**config.mk**
```make
export PLATFORM = sky130hd
export DESIGN_NAME = sys_cmd_responder_flat
export DESIGN_NICKNAME = d
export VERILOG_FILES = /design/src/rtl/sys_cmd_responder_pkg.sv /design/src/rtl/sys_cmd_responder_if.sv /design/src/rtl/sys_cmd_responder_tx_byte_seq.sv /design/src/rtl/sys_cmd_responder.sv /design/src/flat_wrapper.sv
export SDC_FILE = /design/constraint.sdc
export NUM_CORES = 1
export LEC_CHECK = 0
export CAP_MARGIN = 20
export CORE_AREA = 2 2 87 72
export DETAILED_ROUTE_END_ITERATION = 8
export DIE_AREA = 0 0 89 74
export PLACE_DENSITY = 0.74
export RECOVER_POWER = 50
export SYNTH_ARGS = -nofsm -noshare
export SYNTH_HDL_FRONTEND = slang
export SYNTH_SLANG_ARGS = --single-unit
```
**constraint.sdc**
```tcl
create_clock -name clk -period 1.8 [get_ports clk]
set_input_delay 0.45 -clock clk [delete_from_list [all_inputs] [get_ports clk]]
set_output_delay 0.45 -clock clk [all_outputs]
set_load 0.01 [all_outputs]
```
**src/rtl/sys_cmd_responder_pkg.sv**
```systemverilog
// Shared constants for the UART command responder: opcodes, operand
// register addresses and FSM state encodings.
package sys_ctrl_pkg;

   localparam logic [7:0] CMD_WR      = 8'hAA;
   localparam logic [7:0] CMD_RD      = 8'hBB;
   localparam logic [7:0] CMD_ALU_OP  = 8'hCC;
   localparam logic [7:0] CMD_ALU_NOP = 8'hDD;

   localparam int OPA_ADDR = 0;
   localparam int OPB_ADDR = 1;

   typedef logic [3:0] state_t;

   localparam state_t ST_IDLE     = 4'd0;
   localparam state_t ST_WR_ADDR  = 4'd1;
   localparam state_t ST_WR_DATA  = 4'd2;
   localparam state_t ST_RD_ADDR  = 4'd3;
   localparam state_t ST_RD_WAIT  = 4'd4;
   localparam state_t ST_OP_A     = 4'd5;
   localparam state_t ST_OP_B     = 4'd6;
   localparam state_t ST_ALU_FUN  = 4'd7;
   localparam state_t ST_ALU_WAIT = 4'd8;
   localparam state_t ST_TX_REQ   = 4'd9;
   localparam state_t ST_TX_HOLD  = 4'd10;

endpackage

```
**src/rtl/sys_cmd_responder_if.sv**
```systemverilog
// Bus between the command responder and its UART RX/TX, register file and ALU.
// master = responder side, slave = peripheral side.
interface sys_cmd_responder_if #(
   parameter int DATA_WIDTH    = 8,
   parameter int ADDR_WIDTH    = 4,
   parameter int ALU_FUN_WIDTH = 4
);
   logic [DATA_WIDTH-1:0]    RX_P_DATA;
   logic                     RX_D_VLD;
   logic                     WrEn;
   logic                     RdEn;
   logic [ADDR_WIDTH-1:0]    Address;
   logic [DATA_WIDTH-1:0]    WrData;
   logic [DATA_WIDTH-1:0]    RdData;
   logic                     RdData_Valid;
   logic                     ALU_EN;
   logic [ALU_FUN_WIDTH-1:0] ALU_FUN;
   logic [2*DATA_WIDTH-1:0]  ALU_OUT;
   logic                     OUT_Valid;
   logic [DATA_WIDTH-1:0]    TX_P_DATA;
   logic                     TX_D_VLD;
   logic                     TX_busy;

   modport master (
      input  RX_P_DATA, RX_D_VLD, RdData, RdData_Valid, ALU_OUT, OUT_Valid, TX_busy,
      output WrEn, RdEn, Address, WrData, ALU_EN, ALU_FUN, TX_P_DATA, TX_D_VLD
   );

   modport slave (
      output RX_P_DATA, RX_D_VLD, RdData, RdData_Valid, ALU_OUT, OUT_Valid, TX_busy,
      input  WrEn, RdEn, Address, WrData, ALU_EN, ALU_FUN, TX_P_DATA, TX_D_VLD
   );
endinterface

```
**src/rtl/sys_cmd_responder_tx_byte_seq.sv**
```systemverilog
// Reply sequencer: buffers up to two bytes and feeds them LSB first to the
// UART transmitter through the valid/busy handshake.
module tx_byte_seq
   import sys_ctrl_pkg::*;
#(
   parameter int DATA_WIDTH = 8
) (
   input  logic                    clk,
   input  logic                    RST,
   input  logic                    load_i,
   input  logic [1:0]              nbytes_i,
   input  logic [2*DATA_WIDTH-1:0] data_i,
   input  logic                    tx_busy_i,
   output logic                    tx_vld_o,
   output logic [DATA_WIDTH-1:0]   tx_data_o,
   output logic                    done_o
);

   state_t                  phase_q, phase_d;
   logic [2*DATA_WIDTH-1:0] buf_q, buf_d;
   logic [1:0]              cnt_q, cnt_d;
   logic                    vld_q, vld_d;

   always_comb begin
      phase_d = phase_q;
      buf_d   = buf_q;
      cnt_d   = cnt_q;
      vld_d   = vld_q;
      done_o  = 1'b0;
      case (phase_q)
         ST_TX_REQ: begin
            if (!vld_q) begin
               if (!tx_busy_i) vld_d = 1'b1;
            end else if (tx_busy_i) begin
               vld_d   = 1'b0;
               phase_d = ST_TX_HOLD;
            end
         end
         ST_TX_HOLD: begin
            // Returning to REQ with vld low guarantees a gap between bytes.
            if (!tx_busy_i) begin
               if (cnt_q <= 2'd1) begin
                  done_o  = 1'b1;
                  phase_d = ST_IDLE;
               end else begin
                  cnt_d   = cnt_q - 2'd1;
                  buf_d   = buf_q >> DATA_WIDTH;
                  phase_d = ST_TX_REQ;
               end
            end
         end
         default: begin
            if (load_i) begin
               buf_d   = data_i;
               cnt_d   = nbytes_i;
               vld_d   = !tx_busy_i;
               phase_d = ST_TX_REQ;
            end
         end
      endcase
   end

   always_ff @(posedge clk or negedge RST) begin
      if (!RST) begin
         phase_q <= ST_IDLE;
         buf_q   <= '0;
         cnt_q   <= '0;
         vld_q   <= 1'b0;
      end else begin
         phase_q <= phase_d;
         buf_q   <= buf_d;
         cnt_q   <= cnt_d;
         vld_q   <= vld_d;
      end
   end

   assign tx_vld_o  = vld_q;
   assign tx_data_o = buf_q[DATA_WIDTH-1:0];

endmodule

```
**src/rtl/sys_cmd_responder.sv**
```systemverilog
// Command-frame decoder: turns RX byte frames into register-file writes/reads
// and ALU runs, and hands read data / ALU results to the reply sequencer.
module sys_cmd_responder
   import sys_ctrl_pkg::*;
#(
   parameter int DATA_WIDTH    = 8,
   parameter int ADDR_WIDTH    = 4,
   parameter int ALU_FUN_WIDTH = 4
) (
   input  logic               clk,
   input  logic               RST,
   sys_cmd_responder_if.master bus
);

   state_t                   state_q, state_d;
   logic [ADDR_WIDTH-1:0]    addr_q, addr_d;
   logic [DATA_WIDTH-1:0]    wr_data_q, wr_data_d;
   logic                     wr_en_q, wr_en_d;
   logic                     rd_en_q, rd_en_d;
   logic                     alu_en_q, alu_en_d;
   logic [ALU_FUN_WIDTH-1:0] alu_fun_q, alu_fun_d;

   logic                    load;
   logic [1:0]              nbytes;
   logic [2*DATA_WIDTH-1:0] ld_data;
   logic                    tx_done;
   logic                    tx_vld;
   logic [DATA_WIDTH-1:0]   tx_data;

   always_comb begin
      state_d   = state_q;
      addr_d    = addr_q;
      wr_data_d = wr_data_q;
      wr_en_d   = 1'b0;
      rd_en_d   = 1'b0;
      alu_en_d  = 1'b0;
      alu_fun_d = alu_fun_q;
      load      = 1'b0;
      nbytes    = 2'd0;
      ld_data   = '0;
      case (state_q)
         ST_IDLE: begin
            if (bus.RX_D_VLD) begin
               case (bus.RX_P_DATA)
                  CMD_WR:      state_d = ST_WR_ADDR;
                  CMD_RD:      state_d = ST_RD_ADDR;
                  CMD_ALU_OP:  state_d = ST_OP_A;
                  CMD_ALU_NOP: state_d = ST_ALU_FUN;
                  default:     state_d = ST_IDLE;
               endcase
            end
         end
         ST_WR_ADDR: if (bus.RX_D_VLD) begin
            addr_d  = bus.RX_P_DATA[ADDR_WIDTH-1:0];
            state_d = ST_WR_DATA;
         end
         ST_WR_DATA: if (bus.RX_D_VLD) begin
            wr_data_d = bus.RX_P_DATA;
            wr_en_d   = 1'b1;
            state_d   = ST_IDLE;
         end
         ST_RD_ADDR: if (bus.RX_D_VLD) begin
            addr_d  = bus.RX_P_DATA[ADDR_WIDTH-1:0];
            rd_en_d = 1'b1;
            state_d = ST_RD_WAIT;
         end
         ST_RD_WAIT: if (bus.RdData_Valid) begin
            load    = 1'b1;
            nbytes  = 2'd1;
            ld_data = {{DATA_WIDTH{1'b0}}, bus.RdData};
            state_d = ST_TX_REQ;
         end
         ST_OP_A: if (bus.RX_D_VLD) begin
            addr_d    = ADDR_WIDTH'(OPA_ADDR);
            wr_data_d = bus.RX_P_DATA;
            wr_en_d   = 1'b1;
            state_d   = ST_OP_B;
         end
         ST_OP_B: if (bus.RX_D_VLD) begin
            addr_d    = ADDR_WIDTH'(OPB_ADDR);
            wr_data_d = bus.RX_P_DATA;
            wr_en_d   = 1'b1;
            state_d   = ST_ALU_FUN;
         end
         ST_ALU_FUN: if (bus.RX_D_VLD) begin
            alu_fun_d = bus.RX_P_DATA[ALU_FUN_WIDTH-1:0];
            alu_en_d  = 1'b1;
            state_d   = ST_ALU_WAIT;
         end
         ST_ALU_WAIT: if (bus.OUT_Valid) begin
            load    = 1'b1;
            nbytes  = 2'd2;
            ld_data = bus.ALU_OUT;
            state_d = ST_TX_REQ;
         end
         // Reply handshake runs in the sequencer; RX bytes are dropped here.
         ST_TX_REQ, ST_TX_HOLD: if (tx_done) state_d = ST_IDLE;
         default: state_d = ST_IDLE;
      endcase
   end

   always_ff @(posedge clk or negedge RST) begin
      if (!RST) begin
         state_q   <= ST_IDLE;
         addr_q    <= '0;
         wr_data_q <= '0;
         wr_en_q   <= 1'b0;
         rd_en_q   <= 1'b0;
         alu_en_q  <= 1'b0;
         alu_fun_q <= '0;
      end else begin
         state_q   <= state_d;
         addr_q    <= addr_d;
         wr_data_q <= wr_data_d;
         wr_en_q   <= wr_en_d;
         rd_en_q   <= rd_en_d;
         alu_en_q  <= alu_en_d;
         alu_fun_q <= alu_fun_d;
      end
   end

   tx_byte_seq #(.DATA_WIDTH(DATA_WIDTH)) u_tx_seq (
      .clk      (clk),
      .RST      (RST),
      .load_i   (load),
      .nbytes_i (nbytes),
      .data_i   (ld_data),
      .tx_busy_i(bus.TX_busy),
      .tx_vld_o (tx_vld),
      .tx_data_o(tx_data),
      .done_o   (tx_done)
   );

   assign bus.WrEn      = wr_en_q;
   assign bus.RdEn      = rd_en_q;
   assign bus.Address   = addr_q;
   assign bus.WrData    = wr_data_q;
   assign bus.ALU_EN    = alu_en_q;
   assign bus.ALU_FUN   = alu_fun_q;
   assign bus.TX_D_VLD  = tx_vld;
   assign bus.TX_P_DATA = tx_data;

endmodule

```
**src/flat_wrapper.sv**
```systemverilog
// flat-port wrapper written by rule: the top's interface ports become plain ports
module sys_cmd_responder_flat import sys_ctrl_pkg::*;
#(
   parameter int DATA_WIDTH    = 8,
   parameter int ADDR_WIDTH    = 4,
   parameter int ALU_FUN_WIDTH = 4
)
  (clk, RST, bus_RX_P_DATA, bus_RX_D_VLD, bus_RdData, bus_RdData_Valid, bus_ALU_OUT, bus_OUT_Valid, bus_TX_busy, bus_WrEn, bus_RdEn, bus_Address, bus_WrData, bus_ALU_EN, bus_ALU_FUN, bus_TX_P_DATA, bus_TX_D_VLD);
  sys_cmd_responder_if #(.DATA_WIDTH(DATA_WIDTH), .ADDR_WIDTH(ADDR_WIDTH), .ALU_FUN_WIDTH(ALU_FUN_WIDTH)) bus_i ();
  input  logic clk;
  input  logic RST;
  input wire logic [$bits(bus_i.RX_P_DATA)-1:0] bus_RX_P_DATA;
  input wire logic [$bits(bus_i.RX_D_VLD)-1:0] bus_RX_D_VLD;
  input wire logic [$bits(bus_i.RdData)-1:0] bus_RdData;
  input wire logic [$bits(bus_i.RdData_Valid)-1:0] bus_RdData_Valid;
  input wire logic [$bits(bus_i.ALU_OUT)-1:0] bus_ALU_OUT;
  input wire logic [$bits(bus_i.OUT_Valid)-1:0] bus_OUT_Valid;
  input wire logic [$bits(bus_i.TX_busy)-1:0] bus_TX_busy;
  output wire logic [$bits(bus_i.WrEn)-1:0] bus_WrEn;
  output wire logic [$bits(bus_i.RdEn)-1:0] bus_RdEn;
  output wire logic [$bits(bus_i.Address)-1:0] bus_Address;
  output wire logic [$bits(bus_i.WrData)-1:0] bus_WrData;
  output wire logic [$bits(bus_i.ALU_EN)-1:0] bus_ALU_EN;
  output wire logic [$bits(bus_i.ALU_FUN)-1:0] bus_ALU_FUN;
  output wire logic [$bits(bus_i.TX_P_DATA)-1:0] bus_TX_P_DATA;
  output wire logic [$bits(bus_i.TX_D_VLD)-1:0] bus_TX_D_VLD;
  assign bus_i.RX_P_DATA = bus_RX_P_DATA;
  assign bus_i.RX_D_VLD = bus_RX_D_VLD;
  assign bus_i.RdData = bus_RdData;
  assign bus_i.RdData_Valid = bus_RdData_Valid;
  assign bus_i.ALU_OUT = bus_ALU_OUT;
  assign bus_i.OUT_Valid = bus_OUT_Valid;
  assign bus_i.TX_busy = bus_TX_busy;
  assign bus_WrEn = bus_i.WrEn;
  assign bus_RdEn = bus_i.RdEn;
  assign bus_Address = bus_i.Address;
  assign bus_WrData = bus_i.WrData;
  assign bus_ALU_EN = bus_i.ALU_EN;
  assign bus_ALU_FUN = bus_i.ALU_FUN;
  assign bus_TX_P_DATA = bus_i.TX_P_DATA;
  assign bus_TX_D_VLD = bus_i.TX_D_VLD;
  sys_cmd_responder #(.DATA_WIDTH(DATA_WIDTH), .ADDR_WIDTH(ADDR_WIDTH), .ALU_FUN_WIDTH(ALU_FUN_WIDTH)) u_core (.clk(clk), .RST(RST), .bus(bus_i));
endmodule
```
== Yosys cells after proc, flatten, opt, wreduce, memory -nomap -nowiden ==
Index checks and enable logic that the tools add are counted.

* Add/sub/neg operators: 1
* $lt $le $gt $ge: 1
* Equality and inequality tests: 31
* Mux-type cells: 48
* Bitwise operators: 2
* Reduce and logical (&&, ||, !) cells: 16

{| class="wikitable"
|+ Operators by type and width
! cell !! count
|-
| $mux W4 || 17
|-
| $mux W16 || 4
|-
| $pmux W16 S2 || 2
|-
| $pmux W4 S10 || 1
|-
| $eq A8 B8 Y1 const B || 4
|-
| $ne A2 B2 Y1 const B || 13
|-
| $eq A4 B4 Y1 const B || 5
|-
| $eq A4 B3 Y1 const B || 4
|-
| $mux W1 || 12
|-
| $pmux W3 S4 || 1
|-
| $pmux W4 S3 || 1
|-
| $reduce_and A4 Y1 || 3
|-
| $reduce_and A10 Y1 || 1
|-
| $eq A4 B2 Y1 const B || 2
|-
| $mux W2 || 4
|-
| $mux W8 || 1
|-
| $pmux W2 S2 || 2
|-
| $pmux W4 S2 || 1
|-
| $reduce_and A2 Y1 || 3
|-
| $reduce_bool A3 Y1 || 2
|-
| $eq A4 B1 Y1 const B || 1
|-
| $logic_not A4 Y1 || 1
|-
| $ne A2 B1 Y1 const B || 2
|-
| $pmux W1 S2 || 2
|-
| 7 further kinds || 10
|}

* Register bits after elaboration: 46
* Bits of input ports: 38
* Output and inout bits: 28
* Logic and storage cells: 110

== Longest topological paths before layout ==
* Depth after elaboration: 6
* Mapped depth: 8
* Gate-level depth less buffers: 7

== Hierarchy ==
A second synthesis with hierarchy kept.

* Cells, all modules: 236
* Area, all modules: 2613.8 sq um

{| class="wikitable"
|+ Modules (own cells, without submodules)
! module !! times used !! cells an instance !! area an instance (sq um) !! seq. area each (sq um)
|-
| sys_cmd_responder || 1 || 127 || 1457.6 || 575.6
|-
| tx_byte_seq || 1 || 109 || 1156.1 || 550.5
|}

== Worst setup path after synthesis ==
No wires, ideal clock.

* Path type: reg-to-reg
* Start point: register u_core.u_tx_seq.phase_q[0]
* End point: register u_core.state_q[0]
* Setup time: 128 ps
* Arrival: 1567 ps
* Required time: 1672 ps
* Path slack: 106 ps
* Cell stages (with the launch flop): 6
* Path buffers: 0
* Clock period less this slack: 1694 ps
* Path through: dfrtp_1 -> nand3b_2 -> nor3_2 -> a2111oi_2 -> nor3_2 -> mux2_1

* Word-level cells in the longest chain between the ends: 4

{| class="wikitable"
|+ RTL lines
! what !! RTL line !! text
|-
| start, declared || sys_cmd_responder_tx_byte_seq.sv:19 || <nowiki>state_t phase_q, phase_d;</nowiki>
|-
| start signal, assigned || sys_cmd_responder_tx_byte_seq.sv:70 || <nowiki>phase_q <= phase_d;</nowiki>
|-
| $eq A4 B4 Y1 || sys_cmd_responder_tx_byte_seq.sv:30 || <nowiki>case (phase_q)</nowiki>
|-
| $mux W1 || sys_cmd_responder_tx_byte_seq.sv:30 ||
|-
| $ne A2 B1 Y1 (no source line) || -- ||
|-
| $reduce_and A10 Y1 (no source line) || -- ||
|-
| end signal, assigned || sys_cmd_responder.sv:112 || <nowiki>state_q <= state_d;</nowiki>
|-
| end, declared || sys_cmd_responder.sv:15 || <nowiki>state_t state_q, state_d;</nowiki>
|}

No other way between the ends.
A chain may end at the register's enable or synchronous reset.

== Final worst setup path ==
* Start point: register u_core.state_q[0]
* End point: register u_core.wr_data_q[6], in the netlist u_core.bus.WrData[6]

* Word-level cells in the longest chain between the ends: 3
* Elaborated cells between the ends (all ways): 5
* Classes of those cells: 3 x eq/ne; 2 x reduce/logical

{| class="wikitable"
|+ RTL lines
! what !! RTL line !! text
|-
| $eq A4 B2 Y1 / $eq A4 B3 Y1 (equally long branches) || sys_cmd_responder.sv:41 || <nowiki>case (state_q)</nowiki>
|-
| $reduce_or A3 Y1 (no source line) (*) || -- ||
|-
| $reduce_and A2 Y1 (no source line) (*) || -- ||
|-
| end signal, assigned || sys_cmd_responder.sv:114 || <nowiki>wr_data_q <= wr_data_d;</nowiki>
|-
| end, declared || sys_cmd_responder.sv:17 || <nowiki>logic [DATA_WIDTH-1:0] wr_data_q, wr_data_d;</nowiki>
|}

Mark *: on every way between the ends. The rest lies on a longest branch, timed or not.

==> qor.txt <==
critical setup path kind: reg -> reg
adder-cell area share of the yosys netlist: 0.949%
RR Startpoint: u_core.state_q[0]
post-route cell area: 0.00346 mm²
PwrDens: 1490 mW/mm²
Die ar.: 0.00659 mm²
worst vdd ir: 0.000832 V
final worst setup slack: 0.0601 ns
XOR/XNOR Fraction of Synth Area: 1.11%
# DRC: 0
Slew Viols, Final: 0
crit-path max FO: 15
Post-DP Area: 0.00327 mm²
WL met3: 217 µm
ys flop type: dfrtp_1
drt via density: 5.17
first-pass GRT wire length: 9570 µm
Overall Power: 5.15 mW
Detailed Place HPWL: 4310 µm
area delta synth->final: 45.9%
fin nets: 362
Yosys reg bits: 45
Mapped Area: 0.00237 mm²
Core Util, Final: 60.1%
endpoints failing hold: 0
Max clock buf depth: 2
final RePlAce weighted congestion: 0.841
Gate power share: 54.5%
dpl cells: 393
final setup fails: 0
max-cap violation count: 0
Routed WL: 6100 µm
clock-pin slew on the worst setup and hold paths: 0.09 ns
Worst path max stage delay: 0.42 ns
fill cell count: 514
num rows: 25
later-pin clock latency in the skew report: 0.30 ns
Slowest cell on crit path: dfrtp_1
max layer used: met4
DR iter-0 viols: 113
dominant cell type by area after synthesis: dfrtp_1
CTS tree: done
type of the worst min-delay path: in -> async
Layout Cells excl Fill: 405
crit start category: register
register share of total power: 31.9%
Tmin final: 1.74 ns
outcome: complete, no violations
largest net degree at the start of global routing: 46
worst slack, placed: -0.289 ns
I/O pin total: 66
cts hold-fix bufs: 0
measured slew at the worst slew-check pin: 1.12 ns
met2 routed WL: 2960 µm
die extent in x: 89 µm
root buf cell: clkbuf_8
CP Cell Sequence: buf_4, nand2b_1, a21oi_1, buf_12, mux2_2
YS warnings: 0
DR vias: 2093
top cell type's share of synthesized area: 47.5%
drt first pass iters: 4
EDFF count, synth: 0
Reg2Reg Setup Slack: 0.06 ns
starting density of the core: 41.2%
Critical Path RT: 1.98 ns
post-synthesis cell count: 234
syn_area_per_cell: 10.1 µm²
Register Area: 0.00113 mm²
CP top delay family: flip-flops
fraction of layout cells with a size suffix above 1: 21.6%
worst hold slack: 0.438 ns
Async SR Flop Fraction: 100%
main combinational cell family by area after synthesis: compound AO/OA/AOI/OAI gates
final antenna-violating net count: 0
# diodes: 0
Buffers on Ports: 65
multi-input logic area: 0.00109 mm²
Reg2Reg Depth: 5
Clock Power Share: 13.5%
DRT met1 WL: 2870 µm
Worst setup EP type: register
antenna violations before repair: 0
register area share after synthesis: 47.5%
part of the cycle the worst path needs: 96.7%
Int Power: 3.29 mW
Net Sw Frac: 36.0%
Yosys cell types: 52
Critical Path AT: 1.92 ns
Synthesized Nets: 273
slew margin rel.: 25.5%
H-tree depth: 2
area of the core: 0.00576 mm²
reg-to-reg endpoint: u_core.bus.WrData[6]
die height: 74 µm
multiplexer share of the synthesized area: 7.01%
Compound-Gate Fraction of Synth Area: 18.6%
Worst Skew: 0.0107 ns
cts bufs inserted: 5
synth top area cells: dfrtp_1 47%, mux2_2 5.7%, buf_4 3.5%
Setup TNS: 0 ns
Avg WL per Cell: 15.1 µm
FMAX: 575 MHz
grt total ovfl: 0
simple-gate share of the synthesized area: 17.8%
CTS Sinks: 45
GRT Util Overall: 18.7%
CP Buf/Inv Count: 2
Pleak: 1.47 nW
Psw: 1.85 mW
vias in the first global route: 1980
[cells in the mapped netlist, types with 8 or more instances]
cell / count
dfrtp_1: 45
nor2_1: 16
o21ai_0: 16
inv_1: 13
mux2_2: 12
nand2_1: 12
a21oi_1: 11
buf_4: 11
a2bb2oi_1: 9
nand3_1: 9
a22oi_1: 8
nand2b_1: 8
[cell families (layout without fill, tap and decap cells)]
group                      count (synthesis)  in the layout
AOI/OAI and AO/OA                         62             62
xor gates and xnor gates                   3              3
adders and majority gates                  2              2
buffers and inverters                     32            122
DFF                                       45             45
muxes                                     15             15
and+or+nand+nor                           75             75
[registers in the layout (all words and copies together) (netlist names)]
signal and cells:
u_core.u_tx_seq.phase_q 3, u_core.bus.RdEn 1, u_core.bus.WrData 8, u_core.bus.ALU_EN 1, u_core.u_tx_seq.tx_vld_o 1, u_core.bus.Address 4
u_core.state_q 4, u_core.bus.ALU_FUN 4, u_core.u_tx_seq.cnt_q 2, u_core.bus.WrEn 1, u_core.u_tx_seq.buf_q 16
[worst max-delay path by stage]
stage                                          start                   endpoint  slack [ns]  cells past startpoint
after global routing        u_core.u_tx_seq.cnt_q[0]  u_core.u_tx_seq.buf_q[12]       -0.02                      8
after global placement                   bus_TX_busy          u_core.state_q[0]       -0.21                      5
final                              u_core.state_q[0]       u_core.bus.WrData[6]        0.06                      5
after floorplan           u_core.u_tx_seq.phase_q[0]          u_core.state_q[0]        0.11                      5
after CTS                   u_core.u_tx_seq.cnt_q[0]          u_core.state_q[0]        0.01                      6
after detailed placement                 bus_TX_busy          u_core.state_q[0]       -0.29                      6
[final cells by class]
type	count	area share (%)
well taps	81	2.93
repair buffers	101	28.7
flip-flops and latches	45	32.5
clock buffers	7	2.78
inverters	13	1.41
clock inverters	1	0.145
multi-input cells	157	31.5
[per-layer routing]
layer / vias up / track usage (%)
li1: 1012 / -
met2: 47 / 29.1
met5: - / 0
met4: 0 / 4.15
met3: 6 / 4.11
met1: 1028 / 27.1
[layout by cell type (no fill, tap or decap), types with 2 or more instances in the layout]
cell | Yosys | final
clkdlybuf4s50_1 | 0 | 63
dfrtp_1 | 45 | 45
buf_4 | 11 | 29
nor2_1 | 16 | 16
o21ai_0 | 16 | 16
inv_1 | 13 | 13
a21oi_1 | 11 | 12
nand2_1 | 12 | 12
mux2_2 | 12 | 12
nand3_1 | 9 | 9
a2bb2oi_1 | 9 | 9
nand2b_1 | 8 | 8
a22oi_1 | 8 | 8
clkbuf_8 | 0 | 7
nor3_1 | 4 | 4
and3_1 | 4 | 4
o22ai_1 | 4 | 4
nor2b_1 | 4 | 4
buf_12 | 0 | 3
nand3b_1 | 2 | 2
and2_1 | 2 | 2
xnor2_1 | 2 | 2
mux2i_1 | 2 | 2
nor3_2 | 2 | 2
nand4bb_1 | 2 | 2
nand4b_1 | 2 | 2
clkbuf_16 | 0 | 2
[timing repair]
| action | 4_1_cts | 5_1_grt |
|---|---|---|
| gates resized for setup | 0 | 6 |
| setup endpoints to repair | 0 | 19 |
| buffers inserted | 0 | 2 |
[power groups by stage]
stage	clock network (mW)	logic, mW	registers (mW)
after floorplan	0	1.42	1.72
after global placement	0	2.51	1.63
after detailed placement	0	2.58	1.65
after CTS	0.716	2.59	1.64
after global routing	0.742	3.05	1.69
final	0.696	2.81	1.64
(Power assumes the default switching activity.)
